<file path="config.mk">
export PLATFORM = sky130hd
export DESIGN_NAME = sum_accumulator
export DESIGN_NICKNAME = d
export VERILOG_FILES = /design/src/rtl/sum_accumulator.sv
export SDC_FILE = /design/constraint.sdc
export NUM_CORES = 1
export LEC_CHECK = 0
export BUFFER_PORTS_ARGS = -buffer_cell sky130_fd_sc_hd__buf_4
export CORE_MARGIN = 2
export CORE_UTILIZATION = 52
export CTS_CLUSTER_SIZE = 14
export DETAILED_ROUTE_END_ITERATION = 8
export PLACE_DENSITY_LB_ADDON = 0.1
export SETUP_SLACK_MARGIN = 0.5
export SYNTH_ARGS = -nofsm -noshare
export SYNTH_HDL_FRONTEND = slang
export SYNTH_SLANG_ARGS = --single-unit
</file>
<file path="constraint.sdc">
create_clock -name clk -period 4.5 [get_ports clk]
set_input_delay 0.675 -clock clk [delete_from_list [all_inputs] [get_ports clk]]
set_output_delay 0.675 -clock clk [all_outputs]
set_load 0.05 [all_outputs]
</file>
<file path="src/rtl/sum_accumulator.sv">
// Batch accumulator for 4-bit adder results with valid/ready handshakes on both sides.
// Define SUM_ACCUMULATOR_SAT_EN to saturate acc_out on overflow; otherwise it wraps.
module sum_accumulator #(
    parameter int N_SAMPLES = 8,
    parameter int ACC_W     = 8
) (
    input  logic             clk,
    input  logic             rst,
    input  logic             clear,
    input  logic             in_valid,
    input  logic [3:0]       sum_in,
    output logic             in_ready,
    output logic             out_valid,
    input  logic             out_ready,
    output logic [ACC_W-1:0] acc_out,
    output logic [3:0]       count,
    output logic             ovf
);

    localparam logic [1:0] IDLE  = 2'd0;
    localparam logic [1:0] ACCUM = 2'd1;
    localparam logic [1:0] DONE  = 2'd2;

    logic [1:0]       state_q, state_d;
    logic [ACC_W-1:0] acc_q, acc_d;
    logic [3:0]       cnt_q, cnt_d;
    logic             ovf_q, ovf_d;

    logic             xfer;
    logic [ACC_W:0]   sum_wide;
    logic [3:0]       cnt_inc;

    assign in_ready  = (state_q != DONE);
    assign out_valid = (state_q == DONE);
    assign xfer      = in_valid && in_ready;
    // One extra bit catches the carry out of the accumulator.
    assign sum_wide  = {1'b0, acc_q} + {{(ACC_W-3){1'b0}}, sum_in};
    assign cnt_inc   = cnt_q + 4'd1;

    always_comb begin
        state_d = state_q;
        acc_d   = acc_q;
        cnt_d   = cnt_q;
        ovf_d   = ovf_q;
        if (clear) begin
            state_d = IDLE;
            acc_d   = '0;
            cnt_d   = '0;
            ovf_d   = 1'b0;
        end else begin
            case (state_q)
                DONE: begin
                    if (out_ready) begin
                        state_d = IDLE;
                        acc_d   = '0;
                        cnt_d   = '0;
                        ovf_d   = 1'b0;
                    end
                end
                default: begin
                    if (xfer) begin
`ifdef SUM_ACCUMULATOR_SAT_EN
                        // Once saturated, stay pinned at full scale for the batch.
                        if (sum_wide[ACC_W] || ovf_q) begin
                            acc_d = '1;
                        end else begin
                            acc_d = sum_wide[ACC_W-1:0];
                        end
`else
                        acc_d = sum_wide[ACC_W-1:0];
`endif
                        ovf_d   = ovf_q | sum_wide[ACC_W];
                        cnt_d   = cnt_inc;
                        state_d = (cnt_inc == 4'(N_SAMPLES)) ? DONE : ACCUM;
                    end
                end
            endcase
        end
    end

    always_ff @(posedge clk) begin
        if (rst) begin
            state_q <= IDLE;
            acc_q   <= '0;
            cnt_q   <= '0;
            ovf_q   <= 1'b0;
        end else begin
            state_q <= state_d;
            acc_q   <= acc_d;
            cnt_q   <= cnt_d;
            ovf_q   <= ovf_d;
        end
    end

    assign acc_out = acc_q;
    assign count   = cnt_q;
    assign ovf     = ovf_q;

endmodule

</file>
* Word level (Yosys, flattened, before mapping) *
Cells that the tools add are included.

word-level totals
  word-level logic and storage cells = 28
  flip-flop bits (word level) = 15
  output and inout bits = 15
  input port bits = 9

operators by class
  $add $sub $neg = 2
  eq/ne operators = 4
  reduce and logical (&&, ||, !) cells = 4
  bitwise gates (word level) = 1
  muxes and demuxes = 13

operators by type and width
  kind                                                    count
  two-way mux 8 bit                                       3
  two-way mux 4 bit                                       3
  adder 8 x 4 -> 9 bit                                    1
  two-way mux 2 bit                                       4
  adder 4 x 1 -> 4 bit (second input constant)            1
  == test 4 bit (second input constant)                   1
  two-way mux 1 bit                                       3
  == test 2 bit (second input constant)                   1
  inequality test 2 x 1 -> 1 bit (second input constant)  1
  inequality test 2 bit (second input constant)           1
  AND reduction 2 bit                                     1
  nonzero test 2 bit                                      1
  OR reduction 2 bit                                      1
  logical AND 1 bit                                       1
  OR 1 bit                                                1

* Depth between registers and ports, before layout *
  depth after elaboration = 5
  depth in mapped cells = 6
  depth with buffers taken out = 6

* Worst setup path before layout *
Ideal clock, no wire load.

  path kind = in2reg
  start = input port sum_in[0]
  end = register ovf_q (netlist: ovf)
  data required time = 4.386 ns
  cell stages on the path = 6
  path buffers = 0
  library setup time = 0.114 ns
  arrival time = 1.894 ns
  slack = 2.492 ns
  cells stage by stage = ha_1 -> fa_1 -> a21o_1 -> a21oi_1 -> nor4_1 -> a21o_1

on the way
  cells in the longest elaborated chain, start to end = 4

RTL lines
  item                  line  source
  from (decl)           11    input logic [3:0] sum_in,
  adder 8 x 4 -> 9 bit  37    assign sum_wide = {1'b0, acc_q} + {{(ACC_W-3){1'b0}}, sum_in};
  OR 1 bit              72    ovf_d = ovf_q | sum_wide[ACC_W];
  two-way mux 1 bit     61    if (xfer) begin
  two-way mux 1 bit     51    case (state_q)
  to (signal assigned)  91    ovf_q <= ovf_d;
  to (decl)             27    logic ovf_q, ovf_d;

Every way passes these cells. The select of a mux whose other input is x is not followed.
A chain may end at the register's enable or synchronous reset.

* Worst setup path after layout *
Ends and elaborated chain as after synthesis.

==> implementation parameters <==
Parameter                              Value

Outcome
  Result of the run ... finished clean

Power
  Combinational share of power ... 15.7%
  Fraction of power spent switching nets ... 26.9%
  Portion of total power attributed to the clock network ... 30.2%
  IR Drop Worst-Case VDD ... 0.183 mV
  Net switching component of the power ... 0.0684 mW
  Fraction of power consumed by sequential logic ... 54.1%
  Areal power density over the cells ... 254 nW/um^2
  Cell internal power dissipation ... 0.186 mW
  Static leakage ... 0.455 nW

Logic synthesis
  Number of distinct library cells after synthesis ... 34
  Xor-xnor portion of the synthesized cell area ... 2.20%
  Netlist Area Pre-Place ... 796 sq um
  Number of register bits inferred by synthesis ... 15
  Adder-cell share of the synthesized area ... 10.4%
  Area fraction of the dominant cell type after synthesis ... 37.7%
  Share of synthesized area occupied by flip-flops and latches ... 37.7%
  Combinational family with the most area after synthesis ... compound AO/OA/AOI/OAI gates
  Main area contributors after synthesis ... dfxtp_1, ha_1, a21oi_1
  Area fraction in compound gates after synthesis ... 24.8%
  Gate count after technology mapping ... 89
  Mean post-synth cell area ... 8.94 sq um
  Net count after synthesis ... 104
  Synth area leader ... dfxtp_1
  Total of warnings raised by yosys ... 0
  Post-synthesis simple-gate area fraction ... 20.4%
  Multiplexer area fraction after synthesis ... 1.26%

Die
  # rows ... 14
  Die area ... 1860 sq um
  Top-level I/O count ... 24
  Die width ... 43.1 um
  Initial standard-cell utilization of the core ... 54.1%
  Die height ... 43.1 um
  Area of the core ... 1470 sq um

Clock tree
  Clk Tree Root Cell ... clkbuf_4
  TritonCTS buffer count ... 3
  Worst-case clock buffer depth ... 2
  CTS Hold Bufs ... 0
  H-tree lvl count ... 1
  Setup Buffers After CTS ... 0
  Clock-pin slew of the registers on the worst-case setup and hold paths ... 0.09 ns
  CTS tree ... built
  Post-cts resize count ... 0
  TritonCTS sink count ... 15
  Worst-Skew Late Latency ... 0.28 ns

STA
  Final setup fails ... 0
  Setup tns final ... 0 ns
  Max-Slew Margin vs Limit ... 57.1%
  Final number of hold-violating endpoints ... 0
  Total count of max-transition violations in the final report ... 0
  Setup repair after global routing missed its margin ... false
  Transition time at the pin with the least slew margin ... 0.644 ns
  Achievable Freq ... 507 MHz
  Worst clock skew ... 0.00230 ns
  Final critical path time including I/O delays and setup ... 1.97 ns
  Portion of the clock cycle consumed by the worst path in the final layout ... 43.8%

Worst setup path
  CP endpoint kind ... flip-flop
  Required time reported for the critical path endpoint ... 4.68 ns
  Launching element type of the critical path ... input port
  Cell chain of the critical path ... buf_4 -> ha_1 -> fa_1 -> a21o_1 -> a21oi_1 -> nor4_1 -> a21o_1
  Arrival time at the worst endpoint ... 2.15 ns
  Critical Path Slowest Stage Cell ... fa_1
  Setup CP Type ... in -> reg
  Most Frequent Cell on Critical Path ... a21o_1
  Highest net fanout along the worst path ... 5
  Biggest cell delay along the critical path ... 0.42 ns

Routing
  Vias ... 742
  Vias per cell ... 5.75
  First-pass iteration count of the detailed router ... 4
  Iter 0 DRT Violations ... 12
  Final antenna-violating net count ... 0
  Remaining design rule violation count ... 0
  Total Routed Length ... 1.71 mm
  Average wire length per cell after detail routing ... 13.2 um

Flow run
  Max-cap violations ... 0

Final layout
  Finished Cell Area ... 1000 sq um
  Area taken by multi-input logic gates ... 470 sq um
  Layout Nets ... 129
  Layout cells sized above 1 ... 25.7%
  Filler Cell Count ... 119
  Commonest cells after routing, fill and taps aside ... buf_4, dfxtp_1, nor2_1
  Final core utilization ... 68.0%
  Layout Area Growth over Synthesis ... 25.8%
  Total area of sequential cells ... 300 sq um
  Most frequent standard cell in the layout excluding fill and tap cells ... buf_4
  Antenna diode count ... 0

Global route
  Largest net degree at the start of global routing ... 17
  Overall Global Routing Usage ... 19.5%
  Initial antenna violation count ... 0
  Grt total ovfl ... 0
  Via count of the first global-routing pass ... 644
  Global-route wire length before repair ... 2.77 mm

Place
  Cell area reported after detailed placement ... 975 sq um
  Final estimated routing congestion in global placement ... 0.801
  Port Buffer Count ... 23
  Hpwl dp ... 1.30 mm

Worst hold path
  Worst Hold Class ... reg -> reg
## synth_stat cells
cell,n
and3_1,2
or3_1,4
and2_1,1
nand2_1,4
xor2_1,1
a21o_1,3
a211oi_1,2
nand4_1,1
nand3_1,3
o211a_1,1
inv_1,3
or4_1,2
o21ai_0,2
o21ba_1,1
a22oi_1,4
and3b_2,1
nand2b_1,1
or2_1,1
a21oi_2,1
o31ai_1,2
a21oi_1,6
o21ai_1,4
ha_1,5
xnor2_1,1
nor4_1,1
fa_1,1
buf_2,2
o41ai_1,1
clkbuf_1,1
o311ai_0,2
mux2i_1,1
nor2_1,8
nand2b_2,1
dfxtp_1,15
## through the flow
stage                     hold slack, ns  worst slack (ns)  power (mW)  instances
after floorplan                    0.457              2.49       0.167         89
after global placement             0.463              2.28       0.180        125
after detailed placement           0.466              2.24       0.181        125
after CTS                          0.487              2.54       0.255        129
after global routing               0.508              2.41       0.266        129
final                              0.488              2.53       0.254        129
## path summary, 6_finish.rpt
| path | from | to | slack [ns] | cells after the start |
|---|---|---|---|---|
| worst max-delay path | sum_in[0] | ovf$_SDFFE_PP0P_ | 2.53 | 7 |
| worst max register to register | acc_out[0]$_SDFFE_PP0P_ | ovf$_SDFFE_PP0P_ | 2.71 | 6 |
| worst min register to register | state_q[1]$_SDFFE_PP0P_ | state_q[1]$_SDFFE_PP0P_ | 0.49 | 2 |
| worst min-delay path | state_q[1]$_SDFFE_PP0P_ | state_q[1]$_SDFFE_PP0P_ | 0.49 | 2 |
## power by group through the flow
stage          registers, mW  logic (mW)  clock network [mW]
2_1_floorplan          0.148      0.0196                   0
3_3_place_gp           0.141      0.0395                   0
3_5_place_dp           0.141      0.0399                   0
4_1_cts                0.138      0.0401              0.0778
5_1_grt                0.138      0.0440              0.0840
6_report               0.138      0.0399              0.0767
## flip-flops by register name, summed over array words and instances, names as in the netlist
register / count
count: 4
ovf: 1
state_q: 2
acc_out: 8
## final cells by class
cell class	count	area share (%)
Tap cell	16	2.00
Timing Repair Buffer	23	17.3
Sequential cell	15	30.0
Clock buffer	4	2.63
Multi-Input combinational cell	68	47.0
Inverter	3	1.13
## layer usage
metal / GRT usage (%) / part of all wire [%] / vias to the layer above
li1: - / - / 382
met5: 0 / 0 / -
met1: 25.9 / 48 / 335
met2: 30.1 / 46 / 21
met4: 8.48 / 1.1 / 0
met3: 4.26 / 5.4 / 4
## kinds of logic (layout without fill, tap and decap cells)
kind of cell,after synthesis,in the layout
simple gates,30,30
fa+ha+maj,6,6
compound gates,29,29
buf+inv,6,30
xor+xnor,2,2
flops,15,15
mux,1,1
## critical path: cells and delay by family
kind            cells  cell delay (ns)
compound gates      3             0.62
simple gates        1             0.10
buf+inv             1             0.11
fa+ha+maj           2             0.65
(Power assumes the default switching activity.)
